[src/rtl/random_prog_loader_if.sv]
// Instruction-word stream between the program source and the loader.
interface random_prog_loader_if;
  logic        prog_valid;
  logic        prog_ready;
  logic [55:0] prog_data;
  logic        prog_last;

  modport master (output prog_valid, output prog_data, output prog_last, input prog_ready);
  modport slave  (input prog_valid, input prog_data, input prog_last, output prog_ready);
endinterface

[src/rtl/random_prog_loader.sv]
// Loads, validates and launches a per-height random program for the CNv4
// random-math executor; tracks run count, timeout and error status.
module random_prog_loader #(
  parameter int ADDR_W        = 8,
  parameter int DEPTH         = 256,
  parameter int NUM_REGS      = 9,
  parameter int OP_RET        = 6,
  parameter int TIMEOUT_SLACK = 8
) (
  input  logic                      clk,
  input  logic                      reset_n,
  random_prog_loader_if.slave       prog,
  input  logic                      flush,
  input  logic                      run,
  output logic                      random_ram_we,
  output logic [ADDR_W-1:0]         random_ram_waddr,
  output logic [55:0]               random_ram_wdata,
  output logic                      math_start,
  input  logic                      math_ack,
  output logic [ADDR_W:0]           prog_len,
  output logic                      armed,
  output logic                      busy,
  output logic                      done,
  output logic                      err,
  output logic [2:0]                err_code,
  output logic [15:0]               run_cnt
);

  localparam int TW = $clog2(DEPTH + TIMEOUT_SLACK + 2) + 1;
  localparam logic [7:0] OP_RET_B = 8'(OP_RET);
  localparam logic [7:0] NREG_B   = 8'(NUM_REGS);

  typedef enum logic [1:0] {S_LOAD, S_ARMED, S_RUN, S_ERR} state_t;

  state_t            state;
  logic [ADDR_W-1:0] count;
  logic [TW-1:0]     tcnt;
  logic [TW-1:0]     tcnt_next;
  logic [TW-1:0]     limit;
  logic [7:0]        opcode;
  logic [7:0]        dst;
  logic [7:0]        src;
  logic              is_ret;
  logic              beat;
  logic [2:0]        beat_code;

  assign opcode    = prog.prog_data[55:48];
  assign dst       = prog.prog_data[47:40];
  assign src       = prog.prog_data[39:32];
  assign is_ret    = (opcode == OP_RET_B);
  assign beat      = prog.prog_valid && (state == S_LOAD);
  assign tcnt_next = tcnt + 1'b1;
  assign limit     = TW'(prog_len) + TW'(TIMEOUT_SLACK);

  assign prog.prog_ready = (state == S_LOAD);
  assign armed           = (state == S_ARMED);
  assign busy            = (state == S_RUN);
  assign err             = (state == S_ERR);

  // Prioritised validation of the incoming word; first failing rule wins
  always_comb begin
    beat_code = 3'd0;
    if (opcode > OP_RET_B)
      beat_code = 3'd1;
    else if (!is_ret && (dst >= NREG_B || src >= NREG_B))
      beat_code = 3'd2;
    else if (is_ret != prog.prog_last)
      beat_code = 3'd3;
    else if (count == ADDR_W'(DEPTH - 1) && !is_ret)
      beat_code = 3'd4;
  end

  // Control FSM with registered RAM-write, start and done strobes
  always_ff @(posedge clk) begin
    if (!reset_n) begin
      state            <= S_LOAD;
      count            <= '0;
      prog_len         <= '0;
      err_code         <= '0;
      run_cnt          <= '0;
      tcnt             <= '0;
      random_ram_we    <= 1'b0;
      random_ram_waddr <= '0;
      random_ram_wdata <= '0;
      math_start       <= 1'b0;
      done             <= 1'b0;
    end else begin
      random_ram_we <= 1'b0;
      math_start    <= 1'b0;
      done          <= 1'b0;
      unique case (state)
        S_LOAD: begin
          if (flush) begin
            count    <= '0;
            prog_len <= '0;
            err_code <= '0;
            run_cnt  <= '0;
          end else if (beat) begin
            if (beat_code != 3'd0) begin
              state    <= S_ERR;
              err_code <= beat_code;
            end else begin
              random_ram_we    <= 1'b1;
              random_ram_waddr <= count;
              random_ram_wdata <= prog.prog_data;
              count            <= count + 1'b1;
              if (is_ret) begin
                prog_len <= (ADDR_W + 1)'(count) + 1'b1;
                state    <= S_ARMED;
              end
            end
          end
        end
        S_ARMED: begin
          if (flush) begin
            state    <= S_LOAD;
            count    <= '0;
            prog_len <= '0;
            err_code <= '0;
            run_cnt  <= '0;
          end else if (run) begin
            math_start <= 1'b1;
            tcnt       <= '0;
            state      <= S_RUN;
          end
        end
        S_RUN: begin
          // Timeout compares the post-increment count so the error lands
          // prog_len+TIMEOUT_SLACK+1 cycles after the start pulse.
          tcnt <= tcnt_next;
          if (math_ack) begin
            done    <= 1'b1;
            run_cnt <= run_cnt + 16'd1;
            state   <= S_ARMED;
          end else if (tcnt_next > limit) begin
            err_code <= 3'd5;
            state    <= S_ERR;
          end
        end
        S_ERR: begin
          if (flush) begin
            state    <= S_LOAD;
            count    <= '0;
            prog_len <= '0;
            err_code <= '0;
            run_cnt  <= '0;
          end
        end
        default: state <= S_LOAD;
      endcase
    end
  end

endmodule

[src/flat_wrapper.sv]
// flat-port wrapper written by rule: the top's interface ports become plain ports
module random_prog_loader_flat 
#(
  parameter int ADDR_W        = 8,
  parameter int DEPTH         = 256,
  parameter int NUM_REGS      = 9,
  parameter int OP_RET        = 6,
  parameter int TIMEOUT_SLACK = 8
)
  (clk, reset_n, flush, run, random_ram_we, random_ram_waddr, random_ram_wdata, math_start, math_ack, prog_len, armed, busy, done, err, err_code, run_cnt, prog_prog_valid, prog_prog_data, prog_prog_last, prog_prog_ready);
  random_prog_loader_if prog_i ();
  input  logic clk;
  input  logic reset_n;
  input  logic flush;
  input  logic run;
  output logic random_ram_we;
  output logic [ADDR_W-1:0] random_ram_waddr;
  output logic [55:0] random_ram_wdata;
  output logic math_start;
  input  logic math_ack;
  output logic [ADDR_W:0] prog_len;
  output logic armed;
  output logic busy;
  output logic done;
  output logic err;
  output logic [2:0] err_code;
  output logic [15:0] run_cnt;
  input wire logic [$bits(prog_i.prog_valid)-1:0] prog_prog_valid;
  input wire logic [$bits(prog_i.prog_data)-1:0] prog_prog_data;
  input wire logic [$bits(prog_i.prog_last)-1:0] prog_prog_last;
  output wire logic [$bits(prog_i.prog_ready)-1:0] prog_prog_ready;
  assign prog_i.prog_valid = prog_prog_valid;
  assign prog_i.prog_data = prog_prog_data;
  assign prog_i.prog_last = prog_prog_last;
  assign prog_prog_ready = prog_i.prog_ready;
  random_prog_loader #(.ADDR_W(ADDR_W), .DEPTH(DEPTH), .NUM_REGS(NUM_REGS), .OP_RET(OP_RET), .TIMEOUT_SLACK(TIMEOUT_SLACK)) u_core (.clk(clk), .reset_n(reset_n), .prog(prog_i), .flush(flush), .run(run), .random_ram_we(random_ram_we), .random_ram_waddr(random_ram_waddr), .random_ram_wdata(random_ram_wdata), .math_start(math_start), .math_ack(math_ack), .prog_len(prog_len), .armed(armed), .busy(busy), .done(done), .err(err), .err_code(err_code), .run_cnt(run_cnt));
endmodule
[config.mk]
export PLATFORM = sky130hd
export DESIGN_NAME = random_prog_loader_flat
export DESIGN_NICKNAME = d
export VERILOG_FILES = /design/src/rtl/random_prog_loader_if.sv /design/src/rtl/random_prog_loader.sv /design/src/flat_wrapper.sv
export SDC_FILE = /design/constraint.sdc
export NUM_CORES = 1
export LEC_CHECK = 0
export CAP_MARGIN = 5
export CELL_PAD_IN_SITES_DETAIL_PLACEMENT = 0
export CELL_PAD_IN_SITES_GLOBAL_PLACEMENT = 1
export CORE_UTILIZATION = 33
export DETAILED_ROUTE_END_ITERATION = 16
export PLACE_DENSITY = 0.85
export REMOVE_ABC_BUFFERS = 1
export SLEW_MARGIN = 30
export SYNTH_ARGS = -nofsm -noshare
export SYNTH_HDL_FRONTEND = slang
export SYNTH_SLANG_ARGS = --single-unit
[constraint.sdc]
create_clock -name clk -period 3.9 [get_ports clk]
set_input_delay 0.39 -clock clk [delete_from_list [all_inputs] [get_ports clk]]
set_output_delay 0.39 -clock clk [all_outputs]
set_load 0.02 [all_outputs]
# Yosys cells after proc, flatten, opt, wreduce, memory -nomap -nowiden
# Cells that the tools add are included.
# word_totals
output_inout_bits	99
in_bits	63
wordCells	111
regBits	115
# op_classes
bitwise_logic	6
order_cmp	4
eq_ne	23
mux	41
n_reduce_logical	21
add_sub_neg	5
# ops
cell	count
two-way mux 9 bit	5
two-way mux 16 bit	2
two-way mux 8 bit	4
case mux 16 bit (2 select lines)	1
two-way mux 3 bit	10
two-way mux 10 bit	2
case mux 10 bit (2 select lines)	1
two-way mux 2 bit	9
case mux 9 bit (2 select lines)	1
adder 16 x 1 -> 16 bit (second input constant)	1
>= comparator 8 x 4 -> 1 bit (second input constant)	2
case mux 8 bit (2 select lines)	1
!= test 2 bit (second input constant)	6
!= test 3 x 2 -> 1 bit (second input constant)	4
adder 10 x 1 -> 10 bit (second input constant)	1
adder 9 x 4 -> 10 bit (second input constant)	1
greater-than comparator 10 bit	1
AND reduction 5 bit	2
adder 8 x 1 -> 9 bit (second input constant)	1
case mux 3 bit (3 select lines)	1
adder 8 x 1 -> 8 bit (second input constant)	1
equality test 8 x 3 -> 1 bit (second input constant)	1
equality test 8 bit (second input constant)	1
greater-than comparator 8 x 3 -> 1 bit (second input constant)	1
22 further kinds	40

# Logic depth before layout (Yosys ltp)
# Gate-level depths: netlist of the first run.
# depth
word_depth	12
ltp_mapped	13
depth_no_buf	12

# Worst setup path before layout of the first run
# Ideal clock, no wire load.
# synth_path
path_kind	reg-to-reg
startpoint	register u_core.tcnt[0]
endpoint	register u_core.state[0]
required_ns	3.781
setup_time_ns	0.119
slack_ns	0.718
stages_incl_launch_ff	14
t_arrival_ns	3.064
cell_sequence	dfxtp_1 ha_1 and3_1 clkbuf_1 and3_1 nand3_1 xnor2_1 ha_1 a21o_1 a21oi_1 or4b_2 a21oi_1 a21boi_0 o221a_2
# synth_between
elab_chain_cells	4
# synth_rtl
item	line_no	rtl
from (decl)	random_prog_loader.sv:37	logic [TW-1:0] tcnt;
from (signal assigned)	random_prog_loader.sv:130	tcnt <= tcnt_next;
adder 10 x 1 -> 10 bit	random_prog_loader.sv:52	assign tcnt_next = tcnt + 1'b1;
greater-than comparator 10 bit	random_prog_loader.sv:135	end else if (tcnt_next > limit) begin
!= test 3 x 2 -> 1 bit (no source line)	n/a	
AND reduction 6 bit (no source line)	n/a	
to (signal assigned)	random_prog_loader.sv:134	state <= S_ARMED;
to (signal assigned)	random_prog_loader.sv:137	state <= S_ERR;
to (signal assigned)	random_prog_loader.sv:142	state <= S_LOAD;
to (decl)	random_prog_loader.sv:35	state_t state;
# No other way between the ends.
# A chain may end at the register's enable or synchronous reset.

# Worst setup path after layout of the first run
# Ends and elaborated chain as after synthesis.

==> results.py, run 1 <==
metrics = {
    "place": {
        "place_inst": 978,
        "port_buffers": 161,
        "place_area_sq_um": 6930,
        "gp_congestion": 0.772,
        "place.detailed.hpwl_um": 10400,
    },
    "pwr": {
        "p_per_area_nw_per_um2": 394,
        "power.leakage_nw": 2.64,
        "fin_total_pwr_mw": 2.96,
        "vdd_drop_max_mv": 0.269,
    },
    "synth": {
        "syn-cell-area_sq_um": 5150,
        "synth_top_area_share_pct": 44.7,
        "ys_warn_count": 0,
        "yosys-top-cells-area": "dfxtp_1 (45%), nand2_1 (11%), a21oi_1 (9.4%)",
        "synth_seq_cells": 115,
        "postSynthAreaPerCell_sq_um": 7.82,
        "synth_top_flop_cell": "dfxtp_1",
        "synthCells": 659,
        "ys_seq_area_share_pct": 44.7,
        "synth_edf_count": 0,
        "yosys.area.top_type": "dfxtp_1",
        "synth_cell_type_count": 52,
        "synthArstFlopShare_pct": 0,
    },
    "worst_setup_path": {
        "cp-end-kind": "flop",
        "critical_path_class": "reg2reg",
        "regToRegSetupSlack_ps": 390,
        "cp-start-kind": "flop",
        "reg2reg_from": "u_core.tcnt[0]$_SDFFE_PN0P_",
        "path_max_fanout": 6,
        "r2r_cells": 12,
        "worstPathArrival_ps": 3810,
        "r2r-end": "u_core.state[0]$_SDFFE_PN0P_",
        "critPathRequiredTime_ps": 4200,
    },
    "drt": {
        "drt_iter0_markers": 304,
        "drtAntennaViolNets": 0,
        "wl_per_cell_um": 14.7,
        "route.vias.total": 5045,
        "via_per_inst": 5.01,
        "firstDrtPassIters": 4,
        "wirelength_um": 14800,
        "drc_errors": 0,
    },
    "die": {
        "die_w_um": 127,
        "fp-row-count": 45,
        "die_area_sq_um": 16100,
        "io_pins": 162,
        "start_util_pct": 33.9,
        "die_h_um": 127,
        "core_sq_um": 15200,
    },
    "finish": {
        "final_common_cell": "clkdlybuf4s50_1",
        "n_antenna_cell": 0,
        "fillers": 1493,
        "most-common-layout-cells": "clkdlybuf4s50_1 (161), nand2_1 (154), dfxtp_1 (115)",
        "drive_gt1_share_pct": 5.99,
        "finalNonFillerCells": 1006,
        "fin_nets": 886,
        "fin_area_sq_um": 7510,
        "syn_to_final_growth_pct": 45.8,
    },
    "timing": {
        "final_hold_viol_count": 0,
        "fin_crit_sh_pct": 90.1,
        "rsz0062_at_grt": "no",
        "fin_skew_ps": 7.73,
        "slew_headroom_pct": 41.6,
        "setup_tns_ps": 0,
        "slew_viol_final": 0,
        "fmax_ghz": 0.285,
        "fin_hold_ws_ps": 446,
        "setup_viol": 0,
        "tightest_slew_ps": 871,
        "final.min_clock_period_ps": 3510,
    },
    "status": {
        "status": "finished clean",
    },
    "global_route": {
        "grt_max_degree": 65,
        "antenna_found_initial": 0,
        "grt_pass1_wl_um": 24100,
        "grt_use_total_pct": 19.0,
        "grt_pass1_vias": 4804,
        "gr-total-overflow": 0,
    },
    "cts": {
        "cts_tree": "yes",
        "clkLatencyLatePin_ps": 410,
        "cts_setup_buffers": 0,
        "clock_path_buffers": 2,
        "cts-root-buf": "clkbuf_16",
        "cts.repair.resized": 0,
        "clock_sinks": 115,
        "clk_pin_slew_ps": 50,
        "cts-buffers-inserted": 17,
        "htreeDepth": 4,
        "postCtsHoldBufs": 0,
    },
    "min_path": {
        "hold_class": "reg2reg",
        "hold_depth": 2,
        "min_to": "u_core.random_ram_wdata[36]$_SDFFE_PN0P_",
        "hold_path_startpoint": "u_core.random_ram_wdata[36]$_SDFFE_PN0P_",
    },
    "flow_run": {
        "drv_cap": 0,
    },
}
[power by group]
part           internal (mW)  switching [mW]
clock                   1.03           0.520
sequential              1.18          0.0112
combinational          0.104           0.117
[cell usage after synthesis, types with 2 or more instances]
library cell,instances
clkbuf_1,31
xnor2_1,12
xor2_1,9
buf_2,2
nand3_1,37
or4_1,2
and3_1,15
nand2b_1,3
o21ai_0,15
or2_2,3
nand2_1,154
nor3_1,9
nor2b_1,4
nand3b_1,4
nor3b_1,2
buf_4,6
nand4_1,6
a221oi_1,2
a31oi_1,6
and2_1,2
o31ai_1,4
o22ai_1,2
a21oi_1,97
mux2i_1,3
nor4_1,6
inv_1,12
o221a_2,2
nor2_1,43
ha_1,14
mux2_2,2
dfxtp_1,115
a22oi_1,2
a21o_1,3
or3_1,12
[stage by stage]
| stage | setup WS (ps) | utilization (%) |
|---|---|---|
| after floorplan | 258 | - |
| after global placement | 527 | 45.6 |
| after detailed placement | 469 | 45.6 |
| after CTS | 438 | 49.4 |
| after global routing | 167 | 49.4 |
| final | 388 | 49.4 |
[worst max path at each step]
stage,slack (ps),depth (start not counted),start,end
floorplan,260,5,prog_prog_data[52],u_core.random_ram_wdata[51]$_SDFFE_PN0P_
global placement,530,12,u_core.tcnt[0]$_SDFFE_PN0P_,u_core.state[0]$_SDFFE_PN0P_
global route,170,12,u_core.tcnt[0]$_SDFFE_PN0P_,u_core.state[0]$_SDFFE_PN0P_
detailed placement,470,12,u_core.tcnt[0]$_SDFFE_PN0P_,u_core.state[0]$_SDFFE_PN0P_
CTS,440,12,u_core.tcnt[0]$_SDFFE_PN0P_,u_core.state[0]$_SDFFE_PN0P_
finish,390,12,u_core.tcnt[0]$_SDFFE_PN0P_,u_core.state[0]$_SDFFE_PN0P_
[flip-flops by register name (all words and copies together), names as in the netlist]
signal,cells
u_core.count,8
u_core.random_ram_we,1
u_core.state,2
u_core.random_ram_waddr,8
u_core.done,1
u_core.math_start,1
u_core.tcnt,10
u_core.err_code,3
u_core.run_cnt,16
u_core.random_ram_wdata,56
u_core.prog_len,9
[metal layers]
| metal | GRT usage (%) | vias up | routed length (um) |
|---|---|---|---|
| met4 | 7.28 | 0 | 182 |
| met5 | 0 | - | 0 |
| met2 | 28.8 | 149 | 6560 |
| met1 | 23.3 | 2305 | 6660 |
| met3 | 8.94 | 15 | 1430 |
| li1 | - | 2576 | - |
[layout make-up]
class,instances,area (sq um),share of cell area (%)
Multi-Input combinational cell,492,2640,35.1
Clock buffer,24,512,6.81
Timing Repair Buffer,170,1700,22.7
Tap cell,188,235,3.13
Inverter,13,48.8,0.650
Clock inverter,4,72.6,0.966
Sequential cell,115,2300,30.7
[critical path, stage by stage (launching register included)]
cell      delay, ps
dfxtp_1         420
ha_1            270
and3_1          280
and3_1          200
nand3_1         100
xnor2_1         220
ha_1            280
a21o_1          160
a21oi_1         170
or4b_2          590
a21oi_1         290
a21boi_0        160
o221a_2         280
[cell families (layout without fill, tap and decap cells)]
group	after synthesis	after routing	synth area share, %
AOI/OAI and AO/OA	146	146	16.2
adders and majority gates	14	14	3.40
and+or+nand+nor	306	306	26.8
muxes	5	5	1.02
DFF	115	115	44.7
xor gates and xnor gates	21	21	3.57
buffers and inverters	52	211	4.27
No activity file was read; power rests on OpenSTA's default activity.
==> run 2: changes to the inputs <==
GPL_TIMING_DRIVEN = 0   (was unset)
SLEW_MARGIN = unset   (was 30)
==> results.py, run 2 (synthesized netlist as in run 1, its figures left out) <==
metrics = {
    "finish": {
        "syn_to_final_growth_pct": 46.1,
        "multi_input_area_sq_um": 2640,
        "largest_register_ffs": 56,
        "finalNonFillerCells": 1005,
        "final_common_cell": "clkdlybuf4s50_1",
        "drive_gt1_share_pct": 6.00,
        "most-common-layout-cells": "clkdlybuf4s50_1 (161), nand2_1 (154), dfxtp_1 (115)",
        "seq_area_sq_um": 2300,
        "fin_nets": 881,
        "n_antenna_cell": 0,
        "largest_register": "u_core.random_ram_wdata",
        "fillers": 1496,
        "reg.largest.list": "u_core.random_ram_wdata: 56 flops, u_core.run_cnt: 16 flops, u_core.tcnt: 10 flops",
    },
    "cts": {
        "clkLatencyLatePin_ps": 420,
        "htreeDepth": 4,
        "postCtsHoldBufs": 0,
        "clock_path_buffers": 2,
        "cts_tree": "yes",
        "cts_setup_buffers": 0,
        "clock_sinks": 115,
        "cts-buffers-inserted": 17,
        "cts-root-buf": "clkbuf_16",
        "cts.repair.resized": 0,
        "clk_pin_slew_ps": 60,
    },
    "status": {
        "status": "finished clean",
    },
    "place": {
        "gp_congestion": 0.764,
        "port_buffers": 161,
        "place.detailed.hpwl_um": 10300,
        "place_inst": 972,
    },
    "die": {
        "die_area_sq_um": 16100,
        "die_h_um": 127,
        "io_pins": 162,
        "core_sq_um": 15200,
        "fp-row-count": 45,
        "die_w_um": 127,
        "start_util_pct": 33.9,
    },
    "worst_setup_path": {
        "worstPathArrival_ps": 3800,
        "cpLargestDelayFamily": "simple AND/OR/NAND/NOR gates",
        "critPathRequiredTime_ps": 4200,
        "r2r_cells": 12,
        "reg2reg_from": "u_core.tcnt[0]$_SDFFE_PN0P_",
        "crit_chain": "ha_1 > and3_1 > and3_1 > nand3_1 > xnor2_1 > ha_1 > a21o_1 > a21oi_1 > or4b_2 > a21oi_1 > a21boi_0 > o221a_2",
        "r2r-end": "u_core.state[0]$_SDFFE_PN0P_",
        "cp-start-kind": "flop",
        "slowest_delay_ps": 600,
        "regToRegSetupSlack_ps": 400,
        "worstSetupStartpoint": "u_core.tcnt[0]$_SDFFE_PN0P_",
        "path_max_fanout": 6,
        "crit_buf_inv": 0,
        "cp-end-kind": "flop",
        "cp-endpoint": "u_core.state[0]$_SDFFE_PN0P_",
        "critical_path_class": "reg2reg",
        "path_depth": 12,
        "slowest_stage": "or4b_2",
    },
    "timing": {
        "rsz0062_at_grt": "no",
        "slew_headroom_pct": 46.0,
        "setup_viol": 0,
        "fmax_ghz": 0.286,
        "final.min_clock_period_ps": 3500,
        "fin_skew_ps": 10.2,
        "final_hold_viol_count": 0,
        "tightest_slew_ps": 804,
        "slew_viol_final": 0,
        "fin_crit_sh_pct": 89.7,
    },
    "min_path": {
        "hold_class": "reg2reg",
        "hold_depth": 2,
        "hold_path_startpoint": "u_core.random_ram_wdata[4]$_SDFFE_PN0P_",
    },
    "drt": {
        "drc_errors": 0,
        "route.vias.total": 4960,
        "drtAntennaViolNets": 0,
        "wirelength_um": 14700,
        "wl_per_cell_um": 14.6,
        "via_per_inst": 4.94,
        "firstDrtPassIters": 4,
        "drt_iter0_markers": 259,
    },
    "global_route": {
        "grt_pass1_wl_um": 23200,
        "gr-total-overflow": 0,
        "antenna_found_initial": 0,
        "grt_pass1_vias": 4657,
        "grt_max_degree": 86,
        "grt_use_total_pct": 18.4,
    },
    "pwr": {
        "fin_total_pwr_mw": 3.03,
        "power.leakage_nw": 2.65,
        "p_per_area_nw_per_um2": 402,
        "vdd_drop_max_mv": 0.255,
    },
    "flow_run": {
        "drv_cap": 0,
    },
}
run 2: routing by layer:
layer / vias up / wire [um] / track usage (%)
met5: - / 0 / 0
li1: 2570 / - / -
met3: 15 / 1480 / 10.3
met4: 0 / 171 / 5.74
met2: 155 / 6540 / 27.6
met1: 2220 / 6530 / 22.2
run 2: layout make-up:
class,instances,share of cell area [%]
Tap cell,188,3.12
Clock buffer,20,6.20
Sequential cell,115,30.6
Clock inverter,12,2.04
Inverter,13,0.681
Multi-Input combinational cell,492,35.0
Timing Repair Buffer,165,22.4
run 2: through the flow:
stage	cell area, sq um	TNS (ps)	utilization, %	hold WS [ps]	setup slack [ps]
2_1_floorplan	4980	0	-	470	258
3_3_place_gp	6830	-67820	44.9	437	-1280
3_5_place_dp	6900	0	45.4	444	257
4_1_cts	7520	0	49.5	450	391
5_1_grt	7530	0	49.5	462	212
6_report	7530	0	49.5	449	401
run 2: how the worst min path moves through the flow:
| stage | endpoint | slack (ps) |
|---|---|---|
| 2_1_floorplan | u_core.tcnt[9]$_SDFFE_PN0P_ | 470 |
| 3_3_place_gp | u_core.random_ram_wdata[50]$_SDFFE_PN0P_ | 440 |
| 3_5_place_dp | u_core.random_ram_wdata[27]$_SDFFE_PN0P_ | 440 |
| 4_1_cts | u_core.random_ram_wdata[4]$_SDFFE_PN0P_ | 450 |
| 5_1_grt | u_core.random_ram_wdata[4]$_SDFFE_PN0P_ | 460 |
| 6_report | u_core.random_ram_wdata[4]$_SDFFE_PN0P_ | 450 |
run 2: power breakdown:
| part | switching (mW) | internal, mW |
|---|---|---|
| clock network | 0.562 | 1.06 |
| registers | 0.0112 | 1.18 |
| logic | 0.115 | 0.101 |
| total | 0.688 | 2.34 |
run 2: worst register-to-register path, delay by kind of cell (launching register included):
| family | cells | cell delay, ps |
|---|---|---|
| AND/OR/NAND/NOR | 4 | 1180 |
| adder cells (fa/ha/maj) | 2 | 540 |
| flip-flops | 1 | 420 |
| AO/OA/AOI/OAI | 5 | 1030 |
| XOR/XNOR | 1 | 220 |
==> run 3: changes to the inputs <==
RECOVER_POWER = 50   (was unset)
==> results.py, run 3 (synthesized netlist as in run 1, its figures left out) <==
metrics = {
    "finish": {
        "n_antenna_cell": 0,
        "most-common-layout-cells": "nand2_1 (154), dfxtp_1 (115), a21oi_1 (97), dlygate4sd3_1 (97), clkdlybuf4s50_1 (64)",
        "largest_register_ffs": 56,
        "fin_nets": 881,
        "final_common_cell": "nand2_1",
        "seq_area_sq_um": 2300,
        "fin_area_sq_um": 7510,
        "syn_to_final_growth_pct": 45.7,
        "fillers": 1499,
        "multi_input_area_sq_um": 2640,
        "reg.largest.list": "u_core.random_ram_wdata: 56 flops, u_core.run_cnt: 16 flops, u_core.tcnt: 10 flops",
        "drive_gt1_share_pct": 6.00,
        "largest_register": "u_core.random_ram_wdata",
    },
    "die": {
        "die_h_um": 127,
        "start_util_pct": 33.9,
        "fp-row-count": 45,
        "core_sq_um": 15200,
        "die_area_sq_um": 16100,
        "die_w_um": 127,
        "io_pins": 162,
    },
    "worst_setup_path": {
        "crit_chain": "ha_1 > and3_1 > and3_1 > nand3_1 > xnor2_1 > ha_1 > a21o_1 > a21oi_1 > or4b_2 > a21oi_1 > a21boi_0 > o221a_2",
        "cpLargestDelayFamily": "simple AND/OR/NAND/NOR gates",
        "critical_path_class": "reg2reg",
        "reg2reg_from": "u_core.tcnt[0]$_SDFFE_PN0P_",
        "cp-end-kind": "flop",
        "slowest_delay_ps": 600,
        "critPathRequiredTime_ps": 4200,
        "path_max_fanout": 6,
        "crit_buf_inv": 0,
        "worstPathArrival_ps": 3790,
        "slowest_stage": "or4b_2",
        "regToRegSetupSlack_ps": 410,
        "cp-start-kind": "flop",
        "worstSetupStartpoint": "u_core.tcnt[0]$_SDFFE_PN0P_",
    },
    "pwr": {
        "p_per_area_nw_per_um2": 403,
        "seq_power_share_pct": 39.5,
        "pwr-share-comb_pct": 6.9,
        "power.leakage_nw": 2.97,
        "vdd_drop_max_mv": 0.256,
        "netSwitchingPower_mw": 0.687,
        "p_int_mw": 2.33,
        "power.share.clock_pct": 53.5,
        "netSwitchingFraction_pct": 22.7,
        "fin_total_pwr_mw": 3.02,
    },
    "timing": {
        "final.min_clock_period_ps": 3490,
        "fin_skew_ps": 7.09,
        "setup_viol": 0,
        "fin_crit_sh_pct": 89.6,
        "slew_headroom_pct": -21.3,
        "final_hold_viol_count": 0,
        "fmax_ghz": 0.286,
        "fin_hold_ws_ps": 446,
        "slew_viol_final": 86,
        "tightest_slew_ps": 1820,
        "rsz0062_at_grt": "no",
    },
    "flow_run": {
        "drv_cap": 1,
    },
    "cts": {
        "clock_sinks": 115,
        "clk_pin_slew_ps": 50,
        "htreeDepth": 4,
        "cts-root-buf": "clkbuf_16",
        "postCtsHoldBufs": 0,
        "clkLatencyLatePin_ps": 420,
        "cts-buffers-inserted": 17,
        "cts.repair.resized": 0,
        "cts_setup_buffers": 0,
        "clock_path_buffers": 2,
        "cts_tree": "yes",
    },
    "place": {
        "gp_congestion": 0.764,
        "port_buffers": 161,
        "place.detailed.hpwl_um": 10300,
        "place_area_sq_um": 6900,
    },
    "global_route": {
        "gr-total-overflow": 0,
        "grt_pass1_vias": 4657,
        "grt_use_total_pct": 18.4,
        "grt_pass1_wl_um": 23200,
        "antenna_found_initial": 0,
        "grt_max_degree": 86,
    },
    "drt": {
        "drc_errors": 0,
        "wl_per_cell_um": 14.6,
        "via_per_inst": 4.92,
        "drtAntennaViolNets": 0,
        "wirelength_um": 14700,
        "route.vias.total": 4945,
        "drt_iter0_markers": 245,
        "firstDrtPassIters": 4,
    },
    "min_path": {
        "hold_path_startpoint": "u_core.random_ram_wdata[4]$_SDFFE_PN0P_",
        "hold_class": "reg2reg",
    },
    "status": {
        "status": "finished, violations left",
        "violations": "capacitance limit, slew limit",
    },
}
==> run 3: changes by cell type in the layout (fill, tap and decap cells not counted), sizes merged <==
| cell | before | now |
|---|---|---|
| inv | 14 | 13 |
| buf | 4 | 3 |
| clkbuf | 20 | 21 |
| clkdlybuf4s50 | 161 | 64 |
| clkinvlp | 0 | 1 |
| dlygate4sd3 | 0 | 97 |
==> run 3: area by class of cell <==
type                            count  area share [%]
Multi-Input combinational cell    492            35.1
Sequential cell                   115            30.7
Timing Repair Buffer              165            22.1
Clock buffer                       20            6.22
Tap cell                          188            3.13
Clock inverter                     12            2.05
Inverter                           13           0.667
==> run 3: final timing paths <==
| kind | endpoint | cells after the start |
|---|---|---|
| worst max-delay path | u_core.state[0]$_SDFFE_PN0P_ | 12 |
| worst min-delay path | u_core.random_ram_wdata[4]$_SDFFE_PN0P_ | 2 |
| worst max register to register | u_core.state[0]$_SDFFE_PN0P_ | 12 |
| worst min register to register | u_core.random_ram_wdata[4]$_SDFFE_PN0P_ | 2 |
==> run 3: routing by layer <==
metal  routed length, um  global-route usage (%)  part of all wire [%]  vias up
met5                   0                       0                     0        -
met4                 223                    5.74                   1.5        0
li1                    -                       -                     -     2569
met2                6410                    27.6                    44      160
met3                1530                    10.3                    10       20
met1                6500                    22.2                    44     2196
==> run 3: per-stage QoR <==
stage	setup slack (ps)	utilization, %	setup TNS, ps	instances
5_1_grt	120	49.4	0	1005
3_5_place_dp	257	45.4	0	972
4_1_cts	391	49.5	0	1004
3_3_place_gp	-1280	44.9	-67820	969
6_report	407	49.4	0	1005
2_1_floorplan	258	-	0	620
==> run 3: power by group through the flow <==
stage               Combinational [mW]  Clock, mW  Sequential [mW]
detailed placement               0.216          0             1.22
finish                           0.210       1.62             1.19
CTS                              0.217       1.66             1.19
global route                     0.229       1.71             1.19
floorplan                       0.0871          0             1.22
global placement                 0.212          0             1.22
==> run 3: worst min-delay path: cells and delay by family, from the launching register on <==
kind	cells	cell delay, ps
and+or+nand+nor	1	50
DFF	1	300
AOI/OAI and AO/OA	1	50
